$ cat config.mk
export PLATFORM = sky130hd
export DESIGN_NAME = bus_arbiter_rr
export DESIGN_NICKNAME = d
export VERILOG_FILES = /design/src/rtl/bus_arbiter_rr.sv
export SDC_FILE = /design/constraint.sdc
export NUM_CORES = 1
export LEC_CHECK = 0
export CORE_UTILIZATION = 27
export DETAILED_ROUTE_END_ITERATION = 8
export GPL_ROUTABILITY_DRIVEN = 0
export PLACE_DENSITY = 0.53
export SYNTH_ARGS = -nofsm -noshare
export SYNTH_HDL_FRONTEND = slang
export SYNTH_SLANG_ARGS = --single-unit
$ cat constraint.sdc
create_clock -name CLK -period 2 [get_ports CLK]
set_clock_uncertainty 0.1 [all_clocks]
set_input_delay 0.3 -clock CLK [delete_from_list [all_inputs] [get_ports CLK]]
set_output_delay 0.3 -clock CLK [all_outputs]
set_load 0.1 [all_outputs]
$ cat src/rtl/bus_arbiter_rr.sv
// bus_arbiter_rr: round-robin bus arbiter with watchdog and decode-error release
module bus_arbiter_rr #(
  parameter int masters = 2,
  parameter int timeout = 256
) (
  input  logic               CLK,
  input  logic               RESETn,
  input  logic [masters-1:0] REQUESTS,
  input  logic               LAST,
  input  logic               SELECT_ERROR,
  output logic [masters-1:0] BUS_GRANTS,
  output logic               BUS_BUSY,
  output logic               TIMEOUT,
  output logic               SELECT_ABORT
);
  localparam int pw = $clog2(masters);
  localparam int cw = $clog2(timeout);
  localparam logic [pw:0] M = (pw + 1)'(masters);
  localparam logic [cw-1:0] TMAX = cw'(timeout - 1);
  typedef enum logic [1:0] {IDLE, GRANT, RELEASE} state_t;
  state_t state, state_n;
  logic [pw-1:0] owner, owner_n, pointer, pointer_n, winner;
  logic [cw-1:0] count, count_n;
  logic [masters-1:0] rot;
  logic [pw:0] k, sum;
  logic exit;
  // requests rotated so bit 0 is the pointer position; lowest set bit wins
  always_comb begin
    rot = masters'({REQUESTS, REQUESTS} >> pointer);
    k = '0;
    for (int i = masters - 1; i >= 0; i--) if (rot[i]) k = (pw + 1)'(i);
    sum = {1'b0, pointer} + k;
    winner = pw'(sum >= M ? sum - M : sum);
  end
  always_comb begin
    exit = SELECT_ERROR || count == TMAX || LAST || !REQUESTS[owner];
    state_n = state;
    owner_n = owner;
    pointer_n = pointer;
    count_n = count;
    if (state == GRANT) begin
      state_n = exit ? RELEASE : GRANT;
      count_n = exit ? count : count + 1'b1;
    end else if (|REQUESTS) begin
      state_n = GRANT;
      owner_n = winner;
      pointer_n = {1'b0, winner} == M - 1'b1 ? '0 : winner + 1'b1;
      count_n = '0;
    end else state_n = IDLE;
  end
  always_ff @(posedge CLK or negedge RESETn) begin
    if (!RESETn) begin
      state <= IDLE;
      owner <= '0;
      pointer <= '0;
      count <= '0;
      BUS_GRANTS <= '0;
      BUS_BUSY <= 1'b0;
      TIMEOUT <= 1'b0;
      SELECT_ABORT <= 1'b0;
    end else begin
      state <= state_n;
      owner <= owner_n;
      pointer <= pointer_n;
      count <= count_n;
      BUS_GRANTS <= state_n == GRANT ? {{(masters - 1){1'b0}}, 1'b1} << owner_n : '0;
      BUS_BUSY <= state_n == GRANT;
      TIMEOUT <= state == GRANT && count == TMAX && !SELECT_ERROR;
      SELECT_ABORT <= state == GRANT && SELECT_ERROR;
    end
  end
endmodule

==> summary.md, run 1 <==
| Metric | Value |
|---|---|
| Core area | 2567 µm² |
| Final design area excluding fillers | 972.2 µm² |
| Final antenna-violating net count | 0 |
| Outcome | complete, no violations |
| Number of violations of the max-capacitance limit | 0 |
| Total congestion overflow after global routing | 0 |
| Global routing usage summed across all routing layers | 12.80% |
| Clock latency at the later pin of the worst-skew pair | 0.28 ns |
| Number of buffers added on ports | 10 |
| Most instantiated flip-flop cell in the synthesis netlist | sky130_fd_sc_hd__dfrtp_1 |
| CP max FO | 5 |
| Number of enable flip-flop cells after synthesis | 0 |
| Top delay family on crit path | compound AO/OA/AOI/OAI gates |
| Adder and majority cell fraction of the synthesized area | 1.653% |
| Proportion of layout cells with a drive suffix above 1 | 29.89% |
| Average wire per standard cell | 13.95 µm |
| Synthesized-area fraction occupied by and/or/nand/nor cells | 22.31% |
| Post-synthesis net count | 73 |
| Cell-by-cell trace of the critical path | ha_1, nand3_1, o211a_2, and3_1, a211o_1 |
| Synthesized-area fraction occupied by ao, oa, aoi and oai cells | 16.53% |
| Final worst path period share | 91.03% |
| First-pass GRT wire length | 2628 µm |
| Worst-margin pin slew | 0.3313 ns |
| Overall via count from detail_route | 614 |
| Total design power | 1.184 mW |
| DR iter-0 viols | 5 |
| Endpoint required time on the critical path | 2.08 ns |
| Post-synthesis cell type count | 33 |
| Via count of the first global-routing pass | 596 |
| Count of warnings emitted by yosys | 0 |
| DRC errors left | 0 |
| Type of the setup path with the least slack | flip-flop to flip-flop |
| Power density cells | 1217 nW/µm² |
| IR drop worst, VDD | 756.8 µV |
| Cts repair resizes | 0 |
| Starting Density | 29.48% |
| Instance area after placement | 935.9 µm² |
| Synthesized instance count | 66 |
| Num CTS Buffers | 3 |
| Avg Synthesized Cell Area | 11.47 µm² |
| Setup slack at placement | 0.03076 ns |
| CTS Hold Bufs | 0 |
| Clk pin slew, worst setup/hold paths | 0.09 ns |
| Synthesis-stage register bit count | 16 |
| Total negative setup slack | 0 ns |
| Leakage power figure | 0.4685 nW |
| Path type of the worst min-delay path | input pin to async pin |
| Main combinational cell family by area after synthesis | simple AND/OR/NAND/NOR gates |
| Number of top-level pins | 11 |
| Worst path arrival time | 1.90 ns |
| Synth Area in XOR/XNOR | 2.314% |
| Total inserted antenna cells | 0 |
| Crit start category | flip-flop |
| Area occupied by registers | 401.6 µm² |
| Maximum number of pins on one net before global-route repair | 17 |
| Setup repair after global routing missed its margin | no |
| Multi-input combinational cell area | 345.3 µm² |
| Max-slew violation total from the final report | 0 |
| Critical-path cell with the highest stage delay | sky130_fd_sc_hd__dfrtp_1 |
| Setup slack of the critical path after layout | 0.1794 ns |
| Deepest level of the CTS H-tree | 1 |
| Routed vias/inst | 5.248 |
| Crit-path max cell delay | 0.39 ns |
| CTS sink cnt | 16 |
| Vertical die dimension | 54.95 µm |
| Final #Nets | 95 |
| FMAX | 549.3 MHz |
| Area added between synthesis and finish | 28.43% |
| Width of the die | 54.95 µm |
| Filler Cell Count | 270 |
| Share of async-settable or async-resettable flops after synthesis | 100.0% |
| Netlist area before placement | 757.0 µm² |
| Finish-stage setup viols | 0 |
| Slew margin rel. | 77.81% |
| Combined buffer and inverter count along the critical path | 0 |
| Overall routed net length | 1632 µm |
| Number of antenna violations at the first check in global routing | 0 |
| Worst hold slack | 0.2327 ns |
| Critical path endpoint category | flip-flop |
| Cell chosen for the clock root | sky130_fd_sc_hd__clkbuf_4 |
| Number of rows in the core area | 18 |
| Total die area | 3020 µm² |
| Period minus WS final | 1.821 ns |
| Number of optimization iterations in the first detailed-route pass | 4 |
| Fraction of the yosys area taken by sequential cells | 52.89% |
| Hold Vio Cnt, Final | 0 |
| Half-perimeter wire length of the detailed placement result | 1205 µm |
| Setup Buffers After CTS | 0 |
| Maximum clock path buffer count | 2 |
| Mux share of post-synthesis cell area | 2.810% |
| Clock tree from TritonCTS | yes |
-- cell type report --
class / count / share of cell area [%]
sequential: 16 / 41.31
clock buffer: 4 / 3.732
tap: 30 / 3.861
inverter: 3 / 1.158
multi-input combinational: 47 / 35.52
timing repair buffer: 17 / 14.41
-- cell usage after synthesis (all sizes together) (2+ instances only) --
cell	n	area share, %
a211o	2	2.3
a21oi	2	1.3
a22o	3	3.5
a31oi	2	1.7
and2	2	1.7
and3	3	2.6
dfrtp	16	53
inv	3	1.5
nand2	2	0.99
nand3	4	2.6
nor2	7	4.5
nor3	2	1.3
o211a	2	2.6
-- cells by family (layout without fill, tap and decap cells) --
group / count (synthesis) / after routing
AOI/OAI and AO/OA: 16 / 16
xor gates and xnor gates: 2 / 2
adders and majority gates: 1 / 1
buffers and inverters: 3 / 24
DFF: 16 / 16
muxes: 2 / 2
and+or+nand+nor: 26 / 26
-- final timing paths --
check,from,to,slack [ns],depth (start not counted)
setup / recovery,count[0]$_DFFE_PN0P_,count[6]$_DFFE_PN0P_,0.18,5
hold / removal,RESETn,count[7]$_DFFE_PN0P_,0.23,2
setup reg to reg,count[0]$_DFFE_PN0P_,count[6]$_DFFE_PN0P_,0.18,5
hold reg to reg,pointer$_DFFE_PN0P_,pointer$_DFFE_PN0P_,0.39,1
max in group asynchronous,RESETn,BUS_BUSY$_DFF_PN0_,1.36,2
min in group CLK,pointer$_DFFE_PN0P_,pointer$_DFFE_PN0P_,0.39,1
-- per-stage QoR --
stage / std cells / utilization (%)
floorplan: 66 / -
global placement: 113 / 36.45
detailed placement: 113 / 36.45
CTS: 117 / 37.87
global route: 117 / 37.87
finish: 117 / 37.87
-- where the power goes --
| part | switching [mW] | internal, mW | total, mW | leakage (nW) |
|---|---|---|---|---|
| Combinational | 0.381 | 0.149 | 0.530 | 0.237 |
| Clock | 0.101 | 0.111 | 0.211 | 0.0210 |
| Sequential | 0.0487 | 0.394 | 0.442 | 0.210 |
-- cells in the final DEF, fill, tap and decap left out, drive strengths merged, types with 3 or more instances in the layout --
cell type and count:
dfrtp 16, clkdlybuf4s50 5, clkbuf 4, nand3 4
nor2 7, buf 12, a22o 3, inv 3
and3 3
-- routing by layer --
layer | wire, µm | vias up | part of all wire [%] | track usage (%)
met2 | 818 | 19 | 50 | 22.49
met5 | 0 | - | 0 | 0
li1 | - | 294 | - | -
met4 | 0 | 0 | 0 | 2.500
met1 | 705 | 301 | 43 | 14.75
met3 | 108 | 0 | 6.6 | 4.918
-- flip-flops by register name (all words and copies together), names as in the netlist --
| name | count |
|---|---|
| count | 8 |
| BUS_GRANTS | 2 |
| BUS_BUSY | 1 |
| SELECT_ABORT | 1 |
| TIMEOUT | 1 |
| owner | 1 |
| pointer | 1 |
| state | 1 |
Power figures use the tool's default switching activity.
==> inputs of run 2 (changes only) <==
- SKIP_LAST_GASP: not set -> 1
==> results of run 2 <==
Same layout as run 1: the final DEF is identical, and so are final timing and power.
==> inputs of run 3 (changes only) <==
- PLACE_DENSITY: 0.53 -> 0.47
==> run 3 against run 2 <==
Compared with the run above:
- final area increased by 0.77%
- global-route usage about the same
- register-to-register slack improved by 0.14 ns
- worst hold slack got worse by 0.013 ns
- sequential cell count unchanged
- die area unchanged
- power increased by 0.28%
- via count decreased by 0.65%
- maximum frequency increased by 8.0%
- combinational power increased by 0.8%
- routed wire length decreased by 2.5%
- critical path type unchanged
- critical endpoint unchanged
==> summary.md, run 3 (synthesized netlist as in run 1, its figures left out) <==
| Metric | Value |
|---|---|
| Path type of the worst min-delay path | input pin to async pin |
| Crit-path max cell delay | 0.40 ns |
| Final #Nets | 96 |
| Half-perimeter wire length of the detailed placement result | 1189 µm |
| Setup Buffers After CTS | 0 |
| Global routing usage summed across all routing layers | 12.82% |
| Area added between synthesis and finish | 29.42% |
| Max-slew violation total from the final report | 0 |
| Number of top-level pins | 11 |
| Combined buffer and inverter count along the critical path | 0 |
| Leakage power figure | 0.4740 nW |
| IR drop worst, VDD | 710.4 µV |
| Top reg by flops | count |
| Deepest level of the CTS H-tree | 1 |
| Critical path endpoint category | flip-flop |
| Outcome | complete, no violations |
| Routed vias/inst | 5.169 |
| Hold Vio Cnt, Final | 0 |
| Largest registers in the final layout | count: 8 flops, BUS_GRANTS: 2 flops |
| Clock latency at the later pin of the worst-skew pair | 0.29 ns |
| Power density cells | 1211 nW/µm² |
| Final worst path period share | 84.27% |
| Reg2reg setup slack | 0.31 ns |
| Number of optimization iterations in the first detailed-route pass | 4 |
| Top delay family on crit path | compound AO/OA/AOI/OAI gates |
| Crit start category | flip-flop |
| Slew margin rel. | 81.50% |
| Via count of the first global-routing pass | 590 |
| Period minus WS final | 1.685 ns |
| Core area | 2567 µm² |
| Total congestion overflow after global routing | 0 |
| Maximum clock path buffer count | 2 |
| Instance area after placement | 943.4 µm² |
| FMAX | 593.3 MHz |
| Finish-stage setup viols | 0 |
| Most common library cell in the layout ignoring fill and taps | sky130_fd_sc_hd__dfrtp_1 |
| Filler Cell Count | 270 |
| Final antenna-violating net count | 0 |
| Total die area | 3020 µm² |
| Total inserted antenna cells | 0 |
| Width of the die | 54.95 µm |
| Worst-margin pin slew | 0.2765 ns |
| Critical-path cell with the highest stage delay | sky130_fd_sc_hd__dfrtp_1 |
| CTS Hold Bufs | 0 |
| Cell-by-cell trace of the critical path | ha_1, nand3_1, o211a_2, and3_1, a211o_1 |
| CTS sink cnt | 16 |
| Setup repair after global routing missed its margin | no |
| Overall via count from detail_route | 610 |
| Cell chosen for the clock root | sky130_fd_sc_hd__clkbuf_4 |
| Total negative setup slack | 0 ns |
| Worst path arrival time | 1.77 ns |
| Overall routed net length | 1592 µm |
| Number of violations of the max-capacitance limit | 0 |
| DR iter-0 viols | 13 |
| First-pass GRT wire length | 2559 µm |
| Number of rows in the core area | 18 |
| Number of buffers added on ports | 10 |
| Num CTS Buffers | 3 |
| Starting Density | 29.48% |
| Number of flip-flops under the largest register name | 8 |
| Type of the setup path with the least slack | flip-flop to flip-flop |
| Clk pin slew, worst setup/hold paths | 0.09 ns |
| Commonest cells after routing, fill and taps aside | sky130_fd_sc_hd__dfrtp_1 (15), sky130_fd_sc_hd__buf_4 (13), sky130_fd_sc_hd__nor2_1 (6) |
| Cts repair resizes | 0 |
| Vertical die dimension | 54.95 µm |
| Maximum number of pins on one net before global-route repair | 17 |
| Endpoint required time on the critical path | 2.08 ns |
| Clock tree from TritonCTS | yes |
| DRC errors left | 0 |
| Average wire per standard cell | 13.49 µm |
| Proportion of layout cells with a drive suffix above 1 | 30.68% |
| CP max FO | 5 |
| Number of antenna violations at the first check in global routing | 0 |
| Final design area excluding fillers | 979.7 µm² |
-- run 3: cell count changes in the layout (fill, tap and decap cells not counted), sizes merged --
cell	delta
buf	+1
-- run 3: report_power, final --
part / switching (mW) / internal [mW] / leakage [nW]
clock network: 0.103 / 0.111 / 0.0210
registers: 0.0451 / 0.393 / 0.210
logic: 0.385 / 0.149 / 0.243
total: 0.534 / 0.653 / 0.474
-- run 3: per-stage QoR --
stage | hold WS [ns] | total power, mW | worst slack (ns) | std cells | utilization [%]
after detailed placement | 0.3887 | 0.9853 | 0.02556 | 114 | 36.74
after global placement | 0.3793 | 0.9853 | 0.04886 | 114 | 36.74
after CTS | 0.2190 | 1.203 | 0.3127 | 118 | 38.16
final | 0.2197 | 1.187 | 0.3146 | 118 | 38.16
after floorplan | -0.09559 | 0.8411 | 0.1178 | 66 | -
after global routing | 0.2513 | 1.249 | 0.1895 | 118 | 38.16
-- run 3: area by class of cell --
class	count	area, µm²	share of cell area (%)
flip-flops and latches	16	401.6	41.00
multi-input cells	47	345.3	35.25
repair buffers	18	147.6	15.07
well taps	30	37.54	3.831
clock buffers	4	36.28	3.704
inverters	3	11.26	1.149
-- run 3: worst register-to-register path: cells and delay by family, from the launching register on --
| kind | cells | cell delay, ns |
|---|---|---|
| AOI/OAI and AO/OA | 2 | 0.57 |
| and+or+nand+nor | 2 | 0.32 |
| DFF | 1 | 0.40 |
| adders and majority gates | 1 | 0.19 |
-- run 3: final timing paths --
path                                      startpoint                     end  depth (start not counted)
min in group CLK                 pointer$_DFFE_PN0P_     pointer$_DFFE_PN0P_                          1
max in group asynchronous                     RESETn      BUS_BUSY$_DFF_PN0_                          2
worst min register to register   pointer$_DFFE_PN0P_     pointer$_DFFE_PN0P_                          1
worst min-delay path                          RESETn  SELECT_ABORT$_DFF_PN0_                          2
worst max-delay path            count[0]$_DFFE_PN0P_    count[6]$_DFFE_PN0P_                          5
worst max register to register  count[0]$_DFFE_PN0P_    count[6]$_DFFE_PN0P_                          5
-- run 3: per-layer routing --
layer / vias to the layer above / routed length, µm / global-route usage [%]
met5: - / 0 / 0
met4: 0 / 65 / 10.83
met3: 6 / 67 / 2.459
met2: 17 / 745 / 21.08
met1: 296 / 713 / 14.12
li1: 291 / - / -
